File: config.mk
export PLATFORM = sky130hd
export DESIGN_NAME = spi_sampler
export DESIGN_NICKNAME = d
export VERILOG_FILES = /design/src/rtl/spi_sampler_pkg.sv /design/src/rtl/spi_sampler_clkdiv.sv /design/src/rtl/spi_sampler.sv
export SDC_FILE = /design/constraint.sdc
export NUM_CORES = 1
export LEC_CHECK = 0
export CAP_MARGIN = 20
export CORE_MARGIN = 3
export CORE_UTILIZATION = 30
export DETAILED_ROUTE_END_ITERATION = 6
export PLACE_DENSITY_LB_ADDON = 0.08
export SYNTH_ARGS = -nofsm -noshare
export SYNTH_HDL_FRONTEND = slang
export SYNTH_SLANG_ARGS = --single-unit
File: constraint.sdc
create_clock -name clk -period 1.7 [get_ports clk]
set_input_delay 0.17 -clock clk [delete_from_list [all_inputs] [get_ports clk]]
set_output_delay 0.17 -clock clk [all_outputs]
set_load 0.01 [all_outputs]
File: src/rtl/spi_sampler_pkg.sv
// Shared types and default parameters for the triggered SPI ADC sampler.
package spi_sampler_pkg;

  typedef enum logic [1:0] {
    IDLE  = 2'd0,
    SETUP = 2'd1,
    SHIFT = 2'd2,
    HOLD  = 2'd3
  } spi_state_t;

  localparam int CLK_DIV_DEF  = 50;
  localparam int DATA_W_DEF   = 16;
  localparam int CS_SETUP_DEF = 4;
  localparam int OVR_CNT_W    = 8;

endpackage

File: src/rtl/spi_sampler_clkdiv.sv
// SCLK half-period divider: one-cycle tick every CLK_DIV cycles while enabled.
module spi_sampler_clkdiv
  import spi_sampler_pkg::*;
#(
  parameter int CLK_DIV = CLK_DIV_DEF
) (
  input  logic clk,
  input  logic rst,
  input  logic en,
  output logic tick
);

  localparam int DW = $clog2(CLK_DIV + 1);
  localparam logic [DW-1:0] TERM = DW'(CLK_DIV - 1);

  logic [DW-1:0] cnt;

  // Held at zero while disabled so every enable starts a full half-period.
  always_ff @(posedge clk) begin
    if (rst || !en) begin
      cnt <= '0;
    end else if (cnt == TERM) begin
      cnt <= '0;
    end else begin
      cnt <= cnt + 1'b1;
    end
  end

  assign tick = en && (cnt == TERM);

endmodule

File: src/rtl/spi_sampler.sv
// Edge-triggered SPI mode-0 ADC reader. Optional SPI_SAMPLER_OVR_CNT_EN adds a
// saturating count of dropped triggers on port ovr_cnt.
module spi_sampler
  import spi_sampler_pkg::*;
#(
  parameter int CLK_DIV  = CLK_DIV_DEF,
  parameter int DATA_W   = DATA_W_DEF,
  parameter int CS_SETUP = CS_SETUP_DEF
) (
  input  logic              clk,
  input  logic              rst,
  input  logic              start,
  input  logic              miso,
  output logic              sclk,
  output logic              cs_n,
  output logic [DATA_W-1:0] data_out,
  output logic              data_valid,
  output logic              busy,
  output logic              ovr,
`ifdef SPI_SAMPLER_OVR_CNT_EN
  output logic [OVR_CNT_W-1:0] ovr_cnt,
`endif
  output spi_state_t        state
);

  localparam int CW = $clog2(CS_SETUP + 1);
  localparam int BW = $clog2(DATA_W + 1);
  localparam logic [CW-1:0] CS_TERM  = CW'(CS_SETUP - 1);
  localparam logic [BW-1:0] BIT_TERM = BW'(DATA_W - 1);

  logic              start_q;
  logic              trig;
  logic              tick;
  logic [CW-1:0]     cnt;
  logic [BW-1:0]     bit_cnt;
  logic [DATA_W-1:0] sr;

  assign trig = start && !start_q;
  assign busy = (state != IDLE);
  assign cs_n = (state == IDLE);
  // A trigger is only ever dropped, never queued: the rate generator owns pacing.
  assign ovr  = !rst && trig && busy;

  spi_sampler_clkdiv #(
    .CLK_DIV (CLK_DIV)
  ) u_clkdiv (
    .clk  (clk),
    .rst  (rst),
    .en   (state == SHIFT),
    .tick (tick)
  );

  always_ff @(posedge clk) begin
    if (rst) begin
      state      <= IDLE;
      start_q    <= 1'b0;
      sclk       <= 1'b0;
      data_out   <= '0;
      data_valid <= 1'b0;
      cnt        <= '0;
      bit_cnt    <= '0;
      sr         <= '0;
    end else begin
      start_q    <= start;
      data_valid <= 1'b0;
      case (state)
        IDLE: begin
          if (trig) begin
            state <= SETUP;
            cnt   <= '0;
          end
        end
        SETUP: begin
          if (cnt == CS_TERM) begin
            state   <= SHIFT;
            cnt     <= '0;
            bit_cnt <= '0;
          end else begin
            cnt <= cnt + 1'b1;
          end
        end
        SHIFT: begin
          // Rising SCLK edge samples miso; falling edge closes the bit.
          if (tick) begin
            if (!sclk) begin
              sclk <= 1'b1;
              sr   <= DATA_W'({sr, miso});
            end else begin
              sclk <= 1'b0;
              if (bit_cnt == BIT_TERM) begin
                state <= HOLD;
                cnt   <= '0;
              end else begin
                bit_cnt <= bit_cnt + 1'b1;
              end
            end
          end
        end
        HOLD: begin
          if (cnt == CS_TERM) begin
            state      <= IDLE;
            data_out   <= sr;
            data_valid <= 1'b1;
          end else begin
            cnt <= cnt + 1'b1;
          end
        end
        default: state <= IDLE;
      endcase
    end
  end

`ifdef SPI_SAMPLER_OVR_CNT_EN
  always_ff @(posedge clk) begin
    if (rst) begin
      ovr_cnt <= '0;
    end else if (ovr && (ovr_cnt != {OVR_CNT_W{1'b1}})) begin
      ovr_cnt <= ovr_cnt + OVR_CNT_W'(1);
    end
  end
`endif

endmodule
==> metrics, run 1 <==
WP data required 1.93 ns; Hold Crit Depth 2; P_int 2.35 mW; count of final setup violators 6; post-route insts no fill 394; Die W 90.2 um; TritonRoute pass-1 iters 4; #FFs+latches synth 51; CTS Root Cell clkbuf_8; I/O Pins 27; Synth area leaders dfxtp_1 48%, mux2i_1 8.0%, nand2_1 7.4%, ha_1 6.5%, nor2_1 5.1%; Post-Route WL 4820 um; VDD IR max 0.530 mV; sequential share of power 39.3%; H-tree depth 2; n_diodes 0; Ys Warns 0; Synth Area per Inst 9.01 sq um; port bufs 26; post-DR vias/cell 4.51; Slowest cell on crit path or4_1; final instance area 3080 sq um; max-slew violations 0; final hold vios 0; Worst Reg2Reg Path Length in Cells 7; Final GP Congestion 0.783; clock skew after layout 0.00419 ns; dpl cells 375; final worst slack -0.143 ns; Tcrit/Tclk final 108%; crit path time final 1.84 ns; worst min path class input port to flop; commonest non-fill, non-tap cell in the layout dfxtp_1; critical path peak fanout 6; Synth area leader dfxtp_1; Max-Cap Viols 0; Cells after Synth 236; DP HPWL 3120 um; die height 90.2 um; fmax 543 MHz; Post-Syn Area 2130 sq um; Gate power share 29.1%; Rows 30; core outline area 6830 sq um; DP Area 2760 sq um; Total Routing Usage GR 11.6%; clk sinks 51; Net Count, Synth 251; kind of critical path flop to flop; Switching Power 0.913 mW; Max clock buf depth 2; Switching Fraction 28.0%; number of library cell types mapped by synthesis 39; Nets 312; PwrDens 1060 nW/um^2; worst slack at placement -0.137 ns; Detailed Route Iter0 Violations 58; RSZ-0062 raised after global routing yes; CTS tree built; routed vias 1777; Crit. End Element flop; Seq/Total Area, Yosys 48.0%; full die area 8140 sq um; most frequent cells in the layout 45 x dfxtp_1, 40 x nand2_1, 32 x buf_4, 28 x nor2_1, 23 x clkdlybuf4s50_1; CP arrival 2.07 ns; failing checks negative setup slack; PnR Total Power 3.26 mW; clock-pin transition on the worst setup and hold timing paths 0.10 ns; vias in the first global route 1655; crit path buf inv count 0; worst-skew pair later-pin latency 0.31 ns; relative slew slack 74.8%; Leak 1.11 nW; Top Family by Delay on Critical Path simple AND/OR/NAND/NOR gates; drt drc 0; Worst Tran Pin Value 0.377 ns; CP dominant cell by count ha_4; mean routed wirelength per cell 12.2 um; largest net degree at the start of global routing 35; type of origin of the critical path flop; CTS Buf Count 5; clock power share 31.6%; total gr overflow 0; Area Overhead vs Synth 44.8%; status finished with violations; Yosys top cell area share 48.0%; fraction of layout cells with a size suffix above 1 25.2%; Cell Chain, Critical Path ha_4 -> and3_4 -> ha_4 -> nand3b_1 -> a21o_1 -> or4_1 -> o31ai_2; initial antenna violation count 0; first-pass GRT wire length 7870 um; Initial Util 31.1%; Antenna Nets Post-Route 0; Crit path largest cell delay 0.52 ns; Crit. path cell count 7
[routing by layer]
| metal | wire length, um | track usage [%] | vias up |
|---|---|---|---|
| li1 | - | - | 916 |
| met1 | 2420 | 15.8 | 837 |
| met2 | 2230 | 18.1 | 20 |
| met3 | 118 | 2.76 | 4 |
| met4 | 56 | 3.83 | 0 |
| met5 | 0 | 0 | - |
[power groups by stage]
stage	Combinational [mW]	Sequential, mW	Clock, mW
2_1_floorplan	0.394	1.31	0
3_3_place_gp	0.774	1.31	0
3_5_place_dp	0.776	1.31	0
4_1_cts	0.815	1.28	1.08
5_1_grt	1.03	1.29	1.11
6_report	0.949	1.28	1.03
[kinds of logic (layout without fill, tap and decap cells)]
kind of cell	after synthesis	after routing	synth area share, %
XOR/XNOR	5	5	2.06
adder cells (fa/ha/maj)	11	11	6.47
AO/OA/AOI/OAI	36	36	10.5
flip-flops	51	51	48.0
buffers and inverters	20	82	3.94
AND/OR/NAND/NOR	96	96	21.0
multiplexers	17	17	8.00
[through the flow]
step / hold slack [ns] / TNS (ns) / utilization, %
after floorplan: 0.249 / -0.0851 / -
after global placement: 0.445 / -0.257 / 40.4
after detailed placement: 0.447 / -0.395 / 40.4
after CTS: 0.449 / -0.431 / 43.1
after global routing: 0.465 / -2.16 / 45.1
final: 0.457 / -0.425 / 45.1
[cell usage after synthesis, drive strengths merged]
master	instances
dfxtp	51
nand2	42
nor2	29
a21oi	18
mux2i	17
ha	11
inv	9
clkbuf	7
o21ai	5
or4	5
nor2b	4
buf	3
nand2b	3
nand3	3
o31ai	3
xnor2	3
and2	2
and3	2
o311ai	2
xor2	2
a21bo	1
a21o	1
a22oi	1
clkinv	1
nand3b	1
nand4bb	1
nor3	1
nor3b	1
o211ai	1
o221ai	1
o22ai	1
o311a	1
o41a	1
or2	1
or3	1
[worst paths after layout]
kind | slack [ns] | startpoint | endpoint
worst max register to register | -0.14 | bit_cnt[0] | bit_cnt[4]
worst min register to register | 0.46 | data_out[9] | data_out[9]
worst min-delay path | 0.46 | rst | start_q
worst max-delay path | -0.14 | bit_cnt[0] | bit_cnt[4]
[registers in the layout, summed over array words and instances, names as in the netlist]
| signal | flops |
|---|---|
| data_out | 16 |
| sr | 16 |
| u_clkdiv.cnt | 6 |
| bit_cnt | 5 |
| cnt | 3 |
| state | 2 |
| data_valid | 1 |
| sclk | 1 |
| start_q | 1 |
[layout make-up]
type / instances / area (sq um)
clock inverters: 3 / 71.3
multi-input cells: 165 / 1130
repair buffers: 64 / 614
fillers: 710 / 3750
clock buffers: 5 / 68.8
inverters: 10 / 40.0
well taps: 96 / 120
flip-flops and latches: 51 / 1030
[what timing repair did]
action,CTS,global route
gates resized for setup,6,18
hold buffers,0,0
setup buffers,4,5
endpoints found under the setup margin,11,22
gates cloned,0,2
pin swaps,5,7
Power figures use the tool's default switching activity.
==> inputs of run 2 (changes only) <==
- ABC_AREA: default -> 1
==> run 2 against run 1 <==
Compared with the run above:
- the run now ends clean
- clock-buffer cell count is the same
- fmax grew 19%
- setup slack gained 0.29 ns
- critical path depth shrank 3
- wire length shrank 12%
- worst hold slack lost 0.049 ns
- largest cell class is now registers
==> metrics, run 2 <==
Commonest cells post-synth 51 x dfxtp_1, 41 x inv_1, 38 x a21oi_1, 38 x nand2_1; hold_buf cts 0 (unchanged); Max clock buf depth 2 (unchanged); Switching Fraction 33.6% (+5.6 points); final hold vios 0 (unchanged); P_int 1.91 mW (-19%); die height 91.0 um (+0.85%); RSZ-0062 raised after global routing no; critical path peak fanout 2 (-4); DP Area 2550 sq um (-7.4%); port bufs 26 (unchanged); PwrDens 1080 nW/um^2 (+1.7%); largest net degree at the start of global routing 34 (-2.9%); vias in the first global route 1698 (+2.6%); Leak 1.08 nW (-2.8%); clk sinks 51 (unchanged); Post-Route WL 4240 um (-12%); relative slew slack 81.3% (+6.6 points); Seq/Total Area, Yosys 47.1% (-0.86 points); Synth area leader dfxtp_1; Area Overhead vs Synth 23.0%; Antenna Nets Post-Route 0 (unchanged); worst min path class input port to flop; initial antenna violation count 0 (unchanged); Post-Syn Area 2170 sq um (+1.8%); Post-synth EDFFs 0 (unchanged); Net Count, Synth 293 (+17%); CTS Buf Count 5 (unchanged); CTS Root Cell clkbuf_8; Yosys top cell area share 47.1% (-0.86 points); post-DR vias/cell 4.30 (-4.7%); Ys Warns 0 (unchanged); clock-pin transition on the worst setup and hold timing paths 0.10 ns (about the same); Hold Crit Start start; fraction of layout cells with a size suffix above 1 9.39% (-16 points); Worst Tran Pin Value 0.280 ns (-0.0969 ns); worst r2r dst bit_cnt[1]; max-slew violations 0 (unchanged); clock skew after layout 0.0115 ns (+0.00731 ns); Gate power share 28.3% (-0.8 points); Max-Cap Viols 0 (unchanged); commonest non-fill, non-tap cell in the layout dfxtp_1; Switching Power 0.965 mW (+5.7%); count of final setup violators 0 (-6); top-count cell post-synth dfxtp_1; clock power share 25.8% (-5.8 points); Hold Crit Depth 3 (+1); TritonRoute pass-1 iters 4 (unchanged); largest registers data_out: 16 flops, sr: 16 flops, u_clkdiv.cnt: 6 flops; Nets 323 (+3.5%); fmax 644 MHz (+19%); Die W 91.0 um (+0.85%); #FFs+latches synth 51 (unchanged); number of library cell types mapped by synthesis 24 (-38%); most frequent cells in the layout 50 x dfxtp_1, 41 x inv_1, 37 x nand2_1, 37 x a21oi_1, 28 x o21ai_0; ys flop type dfxtp_1; DP HPWL 2870 um (-7.9%); Synth Area per Inst 7.79 sq um (-14%); Hold Path End start_q; Worst Reg2Reg Path Length in Cells 10 (+3); first-pass GRT wire length 7610 um (-3.3%); Rows 30 (unchanged); sequential share of power 46.0% (+6.7 points); Tcrit/Tclk final 91.3% (-17 points); Detailed Route Iter0 Violations 48 (-17%); R2R setup slack 0.16 ns (+0.30 ns); crit path time final 1.55 ns (-0.291 ns); Cells after Synth 278 (+18%); post-synthesis async set-or-reset flop share 0% (unchanged); r2r startpoint bit_cnt[0]; CP arrival 1.38 ns (-0.69 ns); Total Routing Usage GR 10.9% (-0.68 points); drt drc 0 (unchanged); status finished clean; kind of critical path flop to output port; mean routed wirelength per cell 10.5 um (-14%); setup_tns 0 ns (+0.425 ns); worst-skew pair later-pin latency 0.31 ns (about the same); WP data required 1.53 ns (-0.40 ns); Final GP Congestion 0.743 (-5.1%); Synth area leaders dfxtp_1 47%, a21oi_1 8.8%, inv_1 7.1%, nand2_1 6.6%, o21ai_0 6.5%; fin util 38.6% (-6.5 points); final instance area 2660 sq um (-14%); type of origin of the critical path flop; Initial Util 31.4% (+0.22 points); total gr overflow 0 (unchanged); Hold Worst Slack 0.408 ns (-0.0489 ns); VDD IR max 0.391 mV (-26%); I/O Pins 27 (unchanged); full die area 8270 sq um (+1.7%); Crit. End Element output port; core outline area 6910 sq um (+1.1%); CTS tree built; n_diodes 0 (unchanged); routed vias 1740 (-2.1%); H-tree depth 2 (unchanged)
==> run 2: cell types whose count changed after synthesis, moves of 5 or more <==
cell,delta
a21oi_1,+20
buf_2,+5
inv_1,+33
mux2i_1,-17
nand3_1,+5
o21ai_0,+24
o21ai_1,+5
==> run 2: critical path: stages, from the launching register on <==
cell and delay, ns:
dfxtp_1 0.34, inv_1 0.06, ha_1 0.22, nor3_1 0.18, dlygate4sd2_1 0.28
==> run 2: stage by stage <==
| step | cells | total power, mW | setup WS, ns |
|---|---|---|---|
| after floorplan | 278 | 1.90 | 0.252 |
| after global placement | 396 | 2.17 | 0.108 |
| after detailed placement | 396 | 2.16 | 0.0968 |
| after CTS | 405 | 2.92 | 0.102 |
| after global routing | 405 | 3.10 | 0.00325 |
| final | 405 | 2.87 | 0.148 |
==> run 2: worst max path at each step <==
| stage | startpoint | to |
|---|---|---|
| floorplan | state[0] | sr[5] |
| global placement | state[1] | ovr |
| detailed placement | state[1] | ovr |
| CTS | state[1] | sr[9] |
| global route | state[0] | data_out[5] |
| finish | state[0] | ovr |
==> run 2: cell families (layout without fill, tap and decap cells) <==
kind of cell	count (synthesis)	count (layout)	synth area share (%)
AOI/OAI and AO/OA	72	72	16.6
DFF	51	51	47.1
adders and majority gates	11	11	6.35
buffers and inverters	54	85	10.3
and+or+nand+nor	87	87	18.3
xor gates and xnor gates	3	3	1.21
==> run 2: area by class of cell <==
cell class	count	area [sq um]
Tap cell	96	120
Inverter	42	160
Multi-Input combinational cell	173	930
Clock inverter	3	22.5
Clock buffer	5	68.8
Fill cell	759	4240
Sequential cell	51	1020
Timing Repair Buffer	35	340
==> run 2: per-layer routing <==
layer / global-route usage (%) / vias to the layer above / part of all wire [%]
met3: 2.65 / 6 / 2.5
met4: 3.02 / 0 / 1.1
met1: 14.0 / 772 / 51
li1: - / 946 / -
met2: 18.3 / 16 / 45
met5: 0 / - / 0
==> run 2: what timing repair did <==
action | in CTS | in global routing
hold endpoints to repair | 0 | 0
buffers inserted | 1 | 0
gates resized for setup | 4 | 4
setup endpoints to repair | 3 | 9
pin swaps | 0 | 1
==> run 2: power groups by stage <==
| stage | sequential [mW] | combinational [mW] | clock [mW] |
|---|---|---|---|
| 5_1_grt | 1.33 | 0.942 | 0.825 |
| 6_report | 1.32 | 0.811 | 0.740 |
| 2_1_floorplan | 1.36 | 0.546 | 0 |
| 3_3_place_gp | 1.35 | 0.820 | 0 |
| 4_1_cts | 1.32 | 0.811 | 0.783 |
| 3_5_place_dp | 1.35 | 0.808 | 0 |
==> inputs of run 3 (changes only) <==
==> constraint.sdc (replaced) <==
create_clock -name clk -period 1.7 [get_ports clk]
set_input_delay 0.51 -clock clk [delete_from_list [all_inputs] [get_ports clk]]
set_output_delay 0.51 -clock clk [all_outputs]
set_load 0.01 [all_outputs]
==> run 3 against run 2 <==
Compared with the run above:
- global-route usage barely moved
- fmax fell by 6.5%
- wire length is 1.3% higher
- clock power fell by 1%
- final cell count up 1.2%
- clock skew is 0.0052 ns lower
- worst hold slack improved by 0.055 ns
- critical path type unchanged
- via count rose by 2.0%
==> metrics, run 3 (synthesis results as in run 2) <==
status finished clean; Die W 91.0 um (unchanged); Post-Route WL 4300 um (+1.3%); fmax 603 MHz (-6.5%); vias in the first global route 1657 (-2.4%); crit path time final 1.66 ns (+0.107 ns); CTS Buf Count 5 (unchanged); CTS Root Cell clkbuf_8; initial antenna violation count 0 (unchanged); kind of critical path flop to output port; post-DR vias/cell 4.33 (+0.77%); final hold vios 0 (unchanged); Max clock buf depth 2 (unchanged); Slowest cell on crit path clkdlybuf4s50_1; worst-skew pair later-pin latency 0.30 ns (about the same); Switching Fraction 33.3% (-0.28 points); largest net degree at the start of global routing 34 (unchanged); routed vias 1775 (+2.0%); type of origin of the critical path flop; Switching Power 0.971 mW (+0.63%); Nets 328 (+1.5%); I/O Pins 27 (unchanged); largest registers data_out: 16 flops, sr: 16 flops, u_clkdiv.cnt: 6 flops; relative slew slack 81.1% (-0.26 points); total gr overflow 0 (unchanged); hold_buf cts 0 (unchanged); Final GP Congestion 0.756 (+1.8%); commonest non-fill, non-tap cell in the layout dfxtp_1; Max-Cap Viols 0 (unchanged); most frequent cells in the layout 48 x dfxtp_1, 39 x inv_1, 38 x nand2_1, 36 x a21oi_1; Top Family by Delay on Critical Path buffers and inverters; DP Area 2600 sq um (+1.7%); worst slack at placement -0.558 ns (-0.655 ns); TritonRoute pass-1 iters 4 (unchanged); Gate power share 29.5% (+1.2 points); port bufs 26 (unchanged); Rows 30 (unchanged); CP arrival 1.15 ns (-0.23 ns); Crit path largest cell delay 0.53 ns (+0.19 ns); count of final setup violators 0 (unchanged); Leak 1.26 nW (+17%); Area Overhead vs Synth 25.5%; Initial Util 31.4% (unchanged); Detailed Route Iter0 Violations 70 (+46%); Antenna Nets Post-Route 0 (unchanged); clock power share 25.1% (-0.7 points); final instance area 2720 sq um (+2.0%); Crit. End Element output port; WP data required 1.19 ns (-0.34 ns); CTS tree built; drt drc 0 (unchanged); core outline area 6910 sq um (unchanged); n_diodes 0 (unchanged); mean routed wirelength per cell 10.5 um (about the same); die height 91.0 um (unchanged); worst min path class flop to flop; H-tree depth 2 (unchanged); Worst Tran Pin Value 0.284 ns (+0.00388 ns); crit path buf inv count 1 (-1); post-route insts no fill 410 (+1.2%); critical path peak fanout 1 (-1); clock skew after layout 0.00630 ns (-0.00520 ns); PwrDens 1070 nW/um^2 (-0.52%); VDD IR max 0.411 mV (+5.1%); PnR Total Power 2.91 mW (+1.5%); DP HPWL 2930 um (+2.1%); fraction of layout cells with a size suffix above 1 13.7% (+4.3 points); sequential share of power 45.4% (-0.6 points); final worst slack 0.0410 ns (-0.107 ns); Tcrit/Tclk final 97.6% (+6.3 points); clk sinks 51 (unchanged); Total Routing Usage GR 11.0% (+0.037 points); dpl cells 400 (+1.0%); max-slew violations 0 (unchanged); Cell Chain, Critical Path clkdlybuf4s50_1; first-pass GRT wire length 7550 um (-0.81%); clock-pin transition on the worst setup and hold timing paths 0.10 ns (about the same); full die area 8270 sq um (unchanged); P_int 1.94 mW (+1.9%); Hold Worst Slack 0.463 ns (+0.0555 ns)
## run 3: changes by cell type in the layout (fill, tap and decap cells not counted), moves of 3 or more
cell             previous run  this run
clkdlybuf4s50_1            23         2
buf_2                       0         3
buf_4                       7        11
dlymetal6s2s_1              0         5
dlygate4sd2_1               3        16
## run 3: power groups by stage
stage	logic (mW)	clock network (mW)	registers, mW
after floorplan	0.546	0	1.36
after global placement	0.850	0	1.35
after detailed placement	0.848	0	1.35
after CTS	0.850	0.772	1.33
after global routing	0.996	0.822	1.34
final	0.860	0.731	1.32
## run 3: repair_timing
item                       in CTS  in global routing
setup endpoints to repair      17                 15
buffers inserted                1                  1
gates cloned                    0                  0
gates resized for setup        37                  8
hold endpoints to repair        0                  0
pin swaps                       3                  3
## run 3: final timing paths
path | start | to | slack (ns) | cells past startpoint
setup / recovery | data_valid | data_valid | 0.04 | 1
setup reg to reg | bit_cnt[0] | bit_cnt[1] | 0.13 | 10
hold / removal | sr[15] | data_out[15] | 0.46 | 2
hold reg to reg | sr[15] | data_out[15] | 0.46 | 2
## run 3: worst min-delay path, delay by kind of cell, from the launching register on
kind,cells,cell delay (ns)
buffers and inverters,1,0.06
AOI/OAI and AO/OA,1,0.05
DFF,1,0.31
## run 3: final cells by class
| cell class | instances | area (sq um) |
|---|---|---|
| inverter | 42 | 160 |
| sequential | 51 | 1020 |
| fill | 735 | 4190 |
| timing repair buffer | 40 | 372 |
| clock inverter | 3 | 23.8 |
| clock buffer | 5 | 68.8 |
| tap | 96 | 120 |
| multi-input combinational | 173 | 948 |
## run 3: stage by stage
| stage | TNS [ns] | util (%) |
|---|---|---|
| 4_1_cts | 0 | 38.9 |
| 3_5_place_dp | -2.31 | 37.6 |
| 3_3_place_gp | -2.41 | 37.6 |
| 2_1_floorplan | 0 | - |
| 6_report | 0 | 39.3 |
| 5_1_grt | -0.00880 | 39.3 |
## run 3: layer usage
metal	wire length, um	vias up	track usage (%)
met3	75	4	2.73
met4	43	0	3.39
met2	1930	19	17.4
met1	2250	795	14.6
met5	0	-	0
li1	-	957	-
==> RTL change: new RTL, settings of run 1 <==
Put a register stage on the outputs `cs_n` and `ovr`, cleared by the reset. The values now appear one clock later. The other outputs are not delayed to match.
--- a/src/rtl/spi_sampler.sv
+++ b/src/rtl/spi_sampler.sv
@@ -37,9 +37,16 @@
 
   assign trig = start && !start_q;
   assign busy = (state != IDLE);
-  assign cs_n = (state == IDLE);
   // A trigger is only ever dropped, never queued: the rate generator owns pacing.
-  assign ovr  = !rst && trig && busy;
+  always_ff @(posedge clk) begin
+    if (rst) begin
+      cs_n <= '0;
+      ovr  <= '0;
+    end else begin
+      cs_n <= (state == IDLE);
+      ovr  <= !rst && trig && busy;
+    end
+  end
 
   spi_sampler_clkdiv #(
     .CLK_DIV (CLK_DIV)
Formal check against the unedited RTL: not equivalent (Yosys sat finds a counterexample within 4 cycles, from zero or initial values and one cycle with rst high).
==> RTL change against run 1 <==
- total power decreased by 17%
- routed wire length decreased by 5.7%
- final area decreased by 7.1%
- sequential power increased by 5%
- sequential cell count increased by 2
- worst setup slack improved by 0.099 ns
- the run still ends with negative setup slack left
- global-route usage decreased by 0.53 points
- synthesized area increased by 3.6%
==> RTL change: results (changes against run 1) <==
| Metric | Value |
|---|---|
| Status | complete, but fails checks |
| Violated checks | negative setup slack |
| Hpwl dp | 3120 um (+0.12%) |
| Unique masters post-synth | 42 (+7.7%) |
| First-pass GRT wire length | 7660 um (-2.6%) |
| Pin count of the biggest net entering global routing | 36 (+2.9%) |
| Post-synth top cells | nand2_1 (69), dfxtp_1 (53), a21oi_1 (39) |
| Post-synthesis cell count | 255 (+8.1%) |
| LEAKAGE | 1.04 nW (-6.0%) |
| Crit Path Max Fanout | 2 (-4) |
| Routability cong. | 0.765 (-2.3%) |
| Final setup vio count | 3 (-3) |
| Slew Limit Headroom | 78.3% (+3.5 points) |
| Average via count per standard cell | 4.54 (+0.60%) |
| CP delay by family, top | compound AO/OA/AOI/OAI gates |
| Slowest CP cell | dfxtp_2 |
| FF-to-FF End | state[1] |
| Seq/Total Area, Yosys | 48.2% (+0.15 points) |
| Finished Layout Cells | 391 (-0.76%) |
| Layout cell share with drive strength beyond 1 | 19.0% (-6.2 points) |
| FF-to-FF path depth | 7 (unchanged) |
| Met1 Usage GRT | 14.4% (-1.4 points) |
| Post-Syn Nets | 270 (+7.6%) |
| Area contributors post-synth | dfxtp_1 (48%), nand2_1 (12%), a21oi_1 (8.9%) |
| Dpl cells | 382 (+1.9%) |
| Worst Skew | 0.0114 ns (+0.00718 ns) |
| Met2 WL post-DR | 2020 um (-9.4%) |
| Fin worst setup slack | -0.0431 ns (+0.0995 ns) |
| Combinational power | 0.000651 W (-31%) |
| M2 GR Usage | 17.7% (-0.40 points) |
| Number of fillers in the final layout | 720 (+1.4%) |
| Total track usage | 11.1% (-0.53 points) |
| Met3 wire len | 159 um (+35%) |
| Worst Path Arrival | 1.94 ns (-0.13 ns) |
| Worst path max stage delay | 0.35 ns (-0.17 ns) |
| Initial DRC count | 39 (-33%) |
| Vias in the first global route | 1627 (-1.7%) |
| Num CTS Buffers | 5 (unchanged) |
| Wire length per cell | 11.6 um (-5.0%) |
| Crit Reg-Reg Startpoint | bit_cnt[1] |
| # nets final | 309 (-0.96%) |
| Sw Share | 29.2% (+1.2 points) |
| Met1 WL | 2330 um (-3.7%) |
| Clk power | 0.000703 W (-32%) |
| GRT met3 Usage | 3.28% (+0.52 points) |
| Maximum VDD drop | 0.000334 V (-37%) |
| Final Hold Viols | 0 (unchanged) |
[RTL change: through the flow]
| stage | setup slack [ns] | cell area (sq um) | util, % | setup TNS (ns) | power [W] |
|---|---|---|---|---|---|
| after global routing | -0.0955 | 2860 | 41.2 | -0.456 | 0.00287 |
| final | -0.0431 | 2860 | 41.2 | -0.0730 | 0.00270 |
| after detailed placement | -0.0351 | 2680 | 38.6 | -0.0751 | 0.00199 |
| after global placement | -0.0187 | 2680 | 38.6 | -0.0314 | 0.00199 |
| after CTS | -0.0129 | 2800 | 40.4 | -0.0129 | 0.00269 |
| after floorplan | 0.00142 | 2220 | - | 0 | 0.00172 |
[RTL change: repair_timing]
action,CTS,global route
gates resized for setup,7,12
pin swaps,6,5
cloned,0,0
endpoints found under the setup margin,10,22
endpoints found under the hold margin,0,0
buffers inserted,0,1
[RTL change: worst min-delay path by stage]
stage / startpoint / slack (ns) / cells after the start / to
final: miso / 0.41 / 3 / sr[0]
after global routing: miso / 0.41 / 3 / sr[0]
after CTS: miso / 0.40 / 3 / sr[0]
after detailed placement: start_q / 0.40 / 1 / ovr
after global placement: start_q / 0.41 / 1 / ovr
after floorplan: rst / 0.25 / 1 / start_q
[RTL change: area by class of cell]
cell class              count  area [sq um]  area share [%]
repair buffers             45           422            14.7
inverters                   9          33.8            1.18
well taps                  96           120            4.20
clock buffers               6          72.6            2.54
multi-input cells         180          1130            39.6
clock inverters             2          15.0           0.525
flip-flops and latches     53          1070            37.3
[RTL change: kinds of logic (layout without fill, tap and decap cells)]
group,after synthesis,after routing,share of synthesized area [%]
XOR/XNOR,4,4,1.59
multiplexers,2,2,0.909
flip-flops,53,53,48.2
buffers and inverters,22,62,4.60
AO/OA/AOI/OAI,56,56,14.7
adder cells (fa/ha/maj),11,11,6.25
AND/OR/NAND/NOR,107,107,23.8
